### src/rtl/alu_issue_unit_pkg.sv
// Shared definitions for the ALU issue unit: opcodes, FSM states, flag bit positions.
// Latency: n/a (types and constants only).
// Backpressure: n/a.
package alu_issue_unit_pkg;

    localparam logic [3:0] OP_AND  = 4'b0000;
    localparam logic [3:0] OP_OR   = 4'b0001;
    localparam logic [3:0] OP_ADD  = 4'b0010;
    localparam logic [3:0] OP_LS   = 4'b0011;
    localparam logic [3:0] OP_SRS  = 4'b0100;
    localparam logic [3:0] OP_URS  = 4'b0101;
    localparam logic [3:0] OP_SUB  = 4'b0110;
    localparam logic [3:0] OP_SLT  = 4'b0111;
    localparam logic [3:0] OP_RRO  = 4'b1000;
    localparam logic [3:0] OP_LRO  = 4'b1001;
    localparam logic [3:0] OP_LOAD = 4'b1111;

    // Bit positions inside the 4-bit status register.
    localparam int FLAG_CR = 3;
    localparam int FLAG_OV = 2;
    localparam int FLAG_NG = 1;
    localparam int FLAG_ZR = 0;

    typedef enum logic [1:0] {
        ST_IDLE    = 2'd0,
        ST_ISSUE   = 2'd1,
        ST_CAPTURE = 2'd2
    } state_e;

    // 1010..1110 are unassigned and rejected.
    function automatic logic is_illegal_op(input logic [3:0] op);
        return (op >= 4'b1010) && (op <= 4'b1110);
    endfunction

endpackage

### src/rtl/alu_regfile.sv
// 4-entry register file: one synchronous write port, three asynchronous read ports.
// Latency: reads combinational; a write is visible after the writing clock edge.
// Backpressure: none; the write is taken whenever we_i is high.
// Ports: we_i/waddr_i/wdata_i write port; ra/rb operand reads; dbg debug read.
module alu_regfile #(
    parameter int unsigned DATA_W = 8
) (
    input  logic              clk,
    input  logic              rst_n,
    input  logic              we_i,
    input  logic [1:0]        waddr_i,
    input  logic [DATA_W-1:0] wdata_i,
    input  logic [1:0]        ra_addr_i,
    output logic [DATA_W-1:0] ra_data_o,
    input  logic [1:0]        rb_addr_i,
    output logic [DATA_W-1:0] rb_data_o,
    input  logic [1:0]        dbg_addr_i,
    output logic [DATA_W-1:0] dbg_data_o
);

    logic [DATA_W-1:0] regs_q [4];

    always_ff @(posedge clk or negedge rst_n) begin
        if (!rst_n) begin
            for (int i = 0; i < 4; i++) begin
                regs_q[i] <= '0;
            end
        end else if (we_i) begin
            regs_q[waddr_i] <= wdata_i;
        end
    end

    assign ra_data_o  = regs_q[ra_addr_i];
    assign rb_data_o  = regs_q[rb_addr_i];
    assign dbg_data_o = regs_q[dbg_addr_i];

endmodule

### src/rtl/alu_issue_unit.sv
// Issues one instruction at a time to an external ALU and writes the result back.
// Latency: accept edge N, done/illegal high in the cycle ending at edge N+2, next accept at edge N+3.
// Backpressure: instr_ready is high only in IDLE; one instruction in flight at a time.
// Ports: instr_valid/instr_ready/instr instruction handshake; alu_op/alu_a/alu_b out to the
// ALU and alu_out/alu_cr/alu_ov/alu_ng/alu_zr back; flags status; done/illegal completion
// pulses; dbg_addr/dbg_data debug register read.
module alu_issue_unit
    import alu_issue_unit_pkg::*;
#(
    parameter int unsigned DATA_W  = 8,
    parameter logic [3:0]  IDLE_OP = 4'b0000
) (
    input  logic              clk,
    input  logic              rst_n,
    input  logic              instr_valid,
    output logic              instr_ready,
    input  logic [15:0]       instr,
    output logic [3:0]        alu_op,
    output logic [DATA_W-1:0] alu_a,
    output logic [DATA_W-1:0] alu_b,
    input  logic [DATA_W-1:0] alu_out,
    input  logic              alu_cr,
    input  logic              alu_ov,
    input  logic              alu_ng,
    input  logic              alu_zr,
    output logic [3:0]        flags,
    output logic              done,
    output logic              illegal,
    input  logic [1:0]        dbg_addr,
    output logic [DATA_W-1:0] dbg_data
);

    state_e            state_q, state_d;
    logic [3:0]        op_q;
    logic [1:0]        rd_q;
    logic [7:0]        imm_q;
    logic [3:0]        alu_op_q;
    logic [DATA_W-1:0] alu_a_q, alu_b_q;
    logic [3:0]        flags_q, flags_d;
    logic              accept;
    logic              in_capture;
    logic              op_bad;
    logic              wb_en;
    logic [DATA_W-1:0] wb_data;
    logic [DATA_W-1:0] ra_data, rb_data;

    assign instr_ready = (state_q == ST_IDLE);
    assign accept      = instr_valid && instr_ready;
    assign in_capture  = (state_q == ST_CAPTURE);
    assign op_bad      = is_illegal_op(op_q);
    assign wb_en       = in_capture && !op_bad;
    assign wb_data     = (op_q == OP_LOAD) ? DATA_W'(imm_q) : alu_out;

    assign done    = wb_en;
    assign illegal = in_capture && op_bad;
    assign alu_op  = alu_op_q;
    assign alu_a   = alu_a_q;
    assign alu_b   = alu_b_q;
    assign flags   = flags_q;

    // Read ports are addressed straight from the incoming word so the operands can be
    // registered on the accept edge; writeback happens two edges later, so a
    // destination that aliases a source is always read with its old value.
    alu_regfile #(.DATA_W(DATA_W)) u_regfile (
        .clk        (clk),
        .rst_n      (rst_n),
        .we_i       (wb_en),
        .waddr_i    (rd_q),
        .wdata_i    (wb_data),
        .ra_addr_i  (instr[9:8]),
        .ra_data_o  (ra_data),
        .rb_addr_i  (instr[7:6]),
        .rb_data_o  (rb_data),
        .dbg_addr_i (dbg_addr),
        .dbg_data_o (dbg_data)
    );

    always_ff @(posedge clk or negedge rst_n) begin
        if (!rst_n) begin
            state_q <= ST_IDLE;
        end else begin
            state_q <= state_d;
        end
    end

    always_comb begin
        state_d = state_q;
        case (state_q)
            ST_IDLE:    if (accept) state_d = ST_ISSUE;
            ST_ISSUE:   state_d = ST_CAPTURE;
            ST_CAPTURE: state_d = ST_IDLE;
            default:    state_d = ST_IDLE;
        endcase
    end

    // ADD/SUB own all four flags; other ALU ops refresh only sign/zero.
    // LOAD and rejected opcodes leave the status register untouched.
    always_comb begin
        flags_d = flags_q;
        if (wb_en) begin
            if ((op_q == OP_ADD) || (op_q == OP_SUB)) begin
                flags_d = {alu_cr, alu_ov, alu_ng, alu_zr};
            end else if (op_q != OP_LOAD) begin
                flags_d[FLAG_NG] = alu_ng;
                flags_d[FLAG_ZR] = alu_zr;
            end
        end
    end

    always_ff @(posedge clk or negedge rst_n) begin
        if (!rst_n) begin
            op_q     <= '0;
            rd_q     <= '0;
            imm_q    <= '0;
            alu_op_q <= IDLE_OP;
            alu_a_q  <= '0;
            alu_b_q  <= '0;
            flags_q  <= '0;
        end else begin
            flags_q <= flags_d;
            if (accept) begin
                op_q     <= instr[15:12];
                rd_q     <= instr[11:10];
                imm_q    <= instr[7:0];
                alu_op_q <= instr[15:12];
                alu_a_q  <= ra_data;
                alu_b_q  <= rb_data;
            end else if (in_capture) begin
                alu_op_q <= IDLE_OP;
                alu_a_q  <= '0;
                alu_b_q  <= '0;
            end
        end
    end

endmodule

### config.mk
export PLATFORM = sky130hd
export DESIGN_NAME = alu_issue_unit
export DESIGN_NICKNAME = d
export VERILOG_FILES = /design/src/rtl/alu_issue_unit_pkg.sv /design/src/rtl/alu_regfile.sv /design/src/rtl/alu_issue_unit.sv
export SDC_FILE = /design/constraint.sdc
export NUM_CORES = 1
export LEC_CHECK = 0
export BUFFER_PORTS_ARGS = -buffer_cell sky130_fd_sc_hd__buf_4
export CAP_MARGIN = 20
export CORE_ASPECT_RATIO = 0.75
export CORE_MARGIN = 3
export CORE_UTILIZATION = 30
export DETAILED_ROUTE_END_ITERATION = 6
export GPL_ROUTABILITY_DRIVEN = 0
export HOLD_SLACK_MARGIN = 0.12
export SLEW_MARGIN = 20
export SYNTH_ARGS = -nofsm -noshare
export SYNTH_HDL_FRONTEND = slang
export SYNTH_SLANG_ARGS = --single-unit
### constraint.sdc
create_clock -name clk -period 1.6 [get_ports clk]
set_input_delay 0.08 -clock clk [delete_from_list [all_inputs] [get_ports clk]]
set_output_delay 0.08 -clock clk [all_outputs]
set_load 0.005 [all_outputs]
### Word-level counts from Yosys, hierarchy flattened

Cells that the tools add are included.

| cells by class | value |
|---|---|
| magnitude comparators | 7 |
| equality and inequality tests | 7 |
| multiplexer cells | 22 |
| bitwise logic cells | 4 |
| reductions and logical operators | 12 |

Operators by type and width:

| kind | number |
|---|---|
| $mux 8 | 11 |
| $bmux 8 s2 | 3 |
| $bwmux 32 | 1 |
| $demux 8 s2 | 1 |
| $ge 3x3->1 const B | 4 |
| $not 2->3 | 4 |
| $mux 4 | 2 |
| $mux 2 | 3 |
| $logic_and 1x1->1 | 5 |
| $eq 4x2->1 const B | 1 |
| $eq 4x3->1 const B | 1 |
| $eq 4x4->1 const B | 1 |
| $ge 4x4->1 const B | 1 |
| $le 4x4->1 const B | 1 |
| $ne 4x4->1 const B | 1 |
| $pmux 2 s2 | 1 |
| $reduce_and 2->1 | 2 |
| $reduce_bool 2->1 | 2 |
| $lt 3x1->1 const B | 1 |
| $eq 2x1->1 const B | 1 |
| $eq 2x2->1 const B | 1 |
| $logic_not 2->1 | 1 |
| $ne 2x1->1 const B | 1 |
| $logic_not 1->1 | 1 |
| $logic_or 1x1->1 | 1 |

| storage, ports and cells | value |
|---|---|
| bits in registers | 72 |
| input bits | 33 |
| output and inout port bits | 35 |
| logic and storage cells | 65 |

### Depth between registers and ports, before layout

| depth | value |
|---|---|
| depth in word-level cells | 6 |
| gate-level depth with buffers | 6 |
| gate-level depth less buffers | 4 |

### Modules after synthesis

From an unflattened synthesis, not the netlist that was laid out.

| second synthesis, totals | value |
|---|---|
| cell total of the unflattened synthesis | 203 |
| area, all modules | 3,417.0 um^2 |

By module, submodules not included:

| module | times used | cells each | area each (um^2) | seq. area each (um^2) |
|---|---|---|---|---|
| alu_regfile | 1 | 98 | 1,779.2 | 800.8 |
| alu_issue_unit | 1 | 105 | 1,637.8 | 1,001.0 |

### Least setup slack after synthesis

OpenSTA, ideal clock, no wires.

| path | value |
|---|---|
| path kind | reg-to-reg |
| start | register state_q[1] |
| end | register imm_q[5] |
| setup time | 0.125 ns |
| arrival | 1.357 ns |
| data required time | 1.475 ns |
| path slack | 0.118 ns |
| stages on the path, launching flop included | 6 |
| period minus slack after synthesis | 1.482 ns |
| cells stage by stage | dfrtp_1 nor2_1 and2_1 buf_2 buf_4 mux2_2 |

| between the ends | value |
|---|---|
| word-level cells in the longest chain between the ends | 2 |

Ends and longest elaborated chain:

| element | RTL line | RTL |
|---|---|---|
| start, declared | alu_issue_unit.sv:33 | `state_e state_q, state_d;` |
| start signal, assigned | alu_issue_unit.sv:82 | `state_q <= state_d;` |
| $logic_not 2->1 | alu_issue_unit.sv:47 | `assign instr_ready = (state_q == ST_IDLE);` |
| net instr_ready | alu_issue_unit.sv:16 | `output logic instr_ready,` |
| $logic_and 1x1->1 | alu_issue_unit.sv:48 | `assign accept = instr_valid && instr_ready;` |
| end signal, assigned | alu_issue_unit.sv:124 | `imm_q <= instr[7:0];` |
| end, declared | alu_issue_unit.sv:36 | `logic [7:0] imm_q;` |

The timed path passes the listed nets, and every way through them passes these cells.
A chain may end at the register's enable or synchronous reset.

### Final worst setup path

| path | value |
|---|---|
| start | register op_q[1] |
| end | register u_regfile.regs_q[18] in the netlist's numbering |

| between the ends | value |
|---|---|
| word-level cells in the longest chain between the ends | 4 |
| elaborated cells on any way between the ends | 8 |
| classes of those cells | 2 x order compare; 1 x eq/ne; 2 x mux; 3 x reduce/logical |

Ends and longest elaborated chain:

| element | RTL line | RTL |
|---|---|---|
| start, declared | alu_issue_unit.sv:34 | `logic [3:0] op_q;` |
| start signal, assigned | alu_issue_unit.sv:122 | `op_q <= instr[15:12];` |
| $ge 4x4->1 or $le 4x4->1 (tied branches) | alu_issue_unit_pkg.sv:32 | `return (op >= 4'b1010) && (op <= 4'b1110);` |
| $logic_and 1x1->1 | alu_issue_unit_pkg.sv:32 |  |
| $logic_not 1->1 | alu_issue_unit.sv:51 | `assign wb_en = in_capture && !op_bad;` |
| $logic_and 1x1->1 | alu_issue_unit.sv:51 |  |
| end signal, assigned by index | alu_regfile.sv:29 | `regs_q[waddr_i] <= wdata_i;` |
| end, declared | alu_regfile.sv:21 | `logic [DATA_W-1:0] regs_q [4];` |

Several ways; a longest one is shown, not always the timed one.

==> impl_metrics.json <==
{
  "synthSimpleGateAreaFrac_pct": 5.91,
  "p_sw_share_pct": 29.1,
  "syn_nets": 277,
  "synth_compound_gate_area_share_pct": 13.2,
  "rows": 32,
  "r2r_start": "op_q[1]$_DFFE_PN0P_",
  "avgSynthCellArea_um2": 13.7,
  "critPathCaptureType": "register",
  "grt_pass1_wl_mm": 13.7,
  "timing.rr.end": "u_regfile.regs_q[18]$_DFFE_PN0P_",
  "grtUsageTotal_pct": 14.4,
  "seqPwrFrac_pct": 41.0,
  "final_antenna_net_count": 0,
  "finalHoldViolCount": 0,
  "clkSinkCount": 72,
  "worst_hold_slack_ns": 0.128,
  "synth_area_um2": 3350,
  "setup-violations-final": 0,
  "synth_warnings": 0,
  "io_pins": 68,
  "outcome": "completed",
  "synth_mux_area_share_pct": 24.2,
  "start_kind": "register",
  "cts_tree": "built",
  "syn2layout_area_growth_pct": 37.8,
  "place_ws_ns": -0.0409,
  "crit_type": "reg2reg",
  "synthCells": 244,
  "grt_max_degree": 30,
  "io_buffers": 67,
  "cp_max_fo": 8,
  "numCtsBuffers": 9,
  "drt_first_pass_iters": 4,
  "cts-root-buf": "clkbuf_16",
  "cap_violations": 0,
  "drt_iter0_drc": 159,
  "hp-class": "in2reg",
  "startpoint": "op_q[1]$_DFFE_PN0P_",
  "cp.required_ns": 1.79,
  "finalCritPeriodShare_pct": 99.1,
  "die_area_um2": 12500,
  "worstMarginPinSlew_ns": 0.520,
  "cts_max_level": 3,
  "synthAdderAreaFrac_pct": 0,
  "period_needed_ns": 1.59,
  "clkTransAtPathRegs_ns": 0.06,
  "diodes": 0,
  "arrival_ns": 1.78,
  "vias": 2400,
  "yosysSeqAreaShare_pct": 53.9,
  "maxSlewHeadroom_pct": 65.3,
  "grt_remaining_overflow": 0,
  "fmax_ghz": 0.631,
  "final_nets": 372,
  "layout-drive-gt1-share_pct": 42.7,
  "synth_top_family_by_area": "multiplexers",
  "ys_seq_elements": 72,
  "dp_hpwl_mm": 5.98,
  "rsz0062_at_grt": "yes",
  "clk_latency_ns": 0.34,
  "ir_drop_mv": 0.720,
  "worstPathCellList": "and3_2 > nand2_4 > buf_12 > mux2i_1 > o21ai_0",
  "endpoint": "u_regfile.regs_q[18]$_DFFE_PN0P_",
  "viasPerCell": 5.00,
  "post_cts_buffers": 0,
  "wire_per_inst_um": 17.4,
  "max_stage_delay_ns": 0.39,
  "clkPwrFrac_pct": 28.1,
  "drcViolationCount": 0,
  "p_sw_mw": 2.28,
  "p_leak_nw": 2.11,
  "core_um2": 10600,
  "grt_pass1_vias": 2500,
  "r2r_setup_slack_ns": 0.01,
  "synthXorXnorAreaFrac_pct": 0,
  "drv_slew": 0,
  "p_int_mw": 5.56,
  "skew_ns": 0.00600,
  "pwr-share-comb_pct": 30.9,
  "cts_buffer_depth": 2,
  "power_density_nw_per_um2": 1700,
  "crit_slowest_cell": "dfrtp_1",
  "initial_core_util_pct": 31.7,
  "totalWireLength_mm": 8.35,
  "fin_ws_ns": 0.0146,
  "synth.distinct_cells": 30,
  "fp.dieW_um": 128,
  "die_h_um": 97.5,
  "grt_antenna_before_repair": 0,
  "r2r_cells": 5
}
-- cell type report --
type                    instances  area (µm²)
clock inverters                 4        76.3
fillers                      1006        5960
inverters                       2        7.51
well taps                     136         170
flip-flops and latches         72        1800
repair buffers                101         843
clock buffers                  12         256
multi-input cells             153        1460
-- worst min path at each step --
stage | end | slack [ns] | startpoint | cells after the start
after detailed placement | rd_q[1]$_DFFE_PN0P_ | 0.04 | rst_n | 1
after floorplan | alu_a[0]$_DFFE_PN0P_ | -0.22 | rst_n | 0
after CTS | imm_q[7]$_DFFE_PN0P_ | 0.12 | instr[7] | 2
after global routing | imm_q[7]$_DFFE_PN0P_ | 0.13 | instr[7] | 2
after global placement | rd_q[0]$_DFFE_PN0P_ | 0.03 | rst_n | 1
final | u_regfile.regs_q[28]$_DFFE_PN0P_ | 0.13 | alu_out[4] | 3
-- flip-flops by register name, summed over array words and instances (netlist names) --
register          count
rd_q                  2
u_regfile.regs_q     32
alu_a                 8
flags                 4
state_q               2
op_q                  4
alu_op                4
alu_b                 8
imm_q                 8
-- synth_stat cells (all sizes together) --
master   instances  share of area (%)
a22o            20                5.2
and2             2               0.45
and2b            1               0.22
and3             1               0.19
buf             15                2.5
clkbuf           2               0.22
dfrtp           72                 54
inv              2               0.22
mux2            16                5.6
mux2i            8                2.4
mux4            24                 16
nand2           35                4.2
nand2b           1               0.19
nor2             1               0.11
nor2b            1               0.19
nor3             1               0.15
nor4b            1               0.26
o2111ai          4                2.1
o21a             1               0.22
o21ai           35                5.3
o21bai           1               0.22
-- critical path: cells and delay by family (launching register included) --
family	cells	cell delay, ns
compound gates	1	0.16
buf+inv	1	0.14
flops	1	0.39
mux	1	0.36
simple gates	2	0.38
-- metrics by stage --
| stage | TNS (ns) | instances | instance area (µm²) | power (mW) | utilization (%) |
|---|---|---|---|---|---|
| 2_1_floorplan | 0 | 244 | 3350 | 4.47 | - |
| 3_3_place_gp | -0.0320 | 445 | 4080 | 5.54 | 38.6 |
| 3_5_place_dp | -0.175 | 445 | 4080 | 5.64 | 38.6 |
| 4_1_cts | 0 | 480 | 4610 | 7.94 | 43.6 |
| 5_1_grt | -0.433 | 480 | 4610 | 8.35 | 43.6 |
| 6_report | 0 | 480 | 4610 | 7.84 | 43.6 |
-- layer usage --
layer  vias up  global-route usage, %  part of all wire (%)
met4         0                   4.98                   1.4
met1      1217                   20.3                    48
met2        55                   21.0                    46
li1       1117                      -                     -
met3        11                   4.45                   4.7
met5         -                      0                     0
-- cells in the final DEF (no fill, tap or decap) --
cell / synthesis / final
buf_4: 2 / 79
dfrtp_1: 72 / 72
nand2_1: 34 / 34
o21ai_0: 33 / 33
mux4_2: 24 / 24
a22o_1: 20 / 20
dlygate4sd3_1: 0 / 19
mux2_2: 14 / 14
clkbuf_16: 0 / 9
mux2i_1: 8 / 6
o2111ai_2: 3 / 3
buf_12: 0 / 3
inv_1: 2 / 2
mux2i_2: 0 / 2
mux2_4: 2 / 2
clkbuf_8: 0 / 2
bufinv_16: 0 / 2
and3_2: 0 / 1
o21ai_2: 1 / 1
and2b_1: 1 / 1
o21a_1: 1 / 1
nor2_1: 1 / 1
nand2b_1: 1 / 1
nor3_1: 1 / 1
nand2_4: 1 / 1
and2_1: 1 / 1
o21bai_1: 1 / 1
nor2b_1: 1 / 1
nor4b_1: 1 / 1
and2_4: 1 / 1
o2111ai_4: 1 / 1
o21ai_1: 1 / 1
clkinvlp_4: 0 / 1
clkinv_4: 0 / 1
clkbuf_1: 2 / 1
-- kinds of logic (layout without fill, tap and decap cells) --
logic type             count (synthesis)  in the layout
flip-flops                            72             72
AO/OA/AOI/OAI                         61             61
multiplexers                          48             48
AND/OR/NAND/NOR                       44             44
buffers and inverters                 19            119
-- power groups by stage --
| stage | registers, mW | clock network (mW) | logic (mW) |
|---|---|---|---|
| floorplan | 3.06 | 0 | 1.41 |
| global placement | 3.17 | 0 | 2.37 |
| detailed placement | 3.22 | 0 | 2.41 |
| CTS | 3.21 | 2.26 | 2.47 |
| global route | 3.34 | 2.34 | 2.67 |
| finish | 3.21 | 2.20 | 2.43 |
-- repair_timing --
item / CTS / global route
setup endpoints to repair: 8 / 31
resized for setup: 2 / 1
hold buffers: 19 / 0
cloned: 0 / 0
endpoints found under the hold margin: 95 / 0
Note: power is estimated with default switching activity, not from simulation.
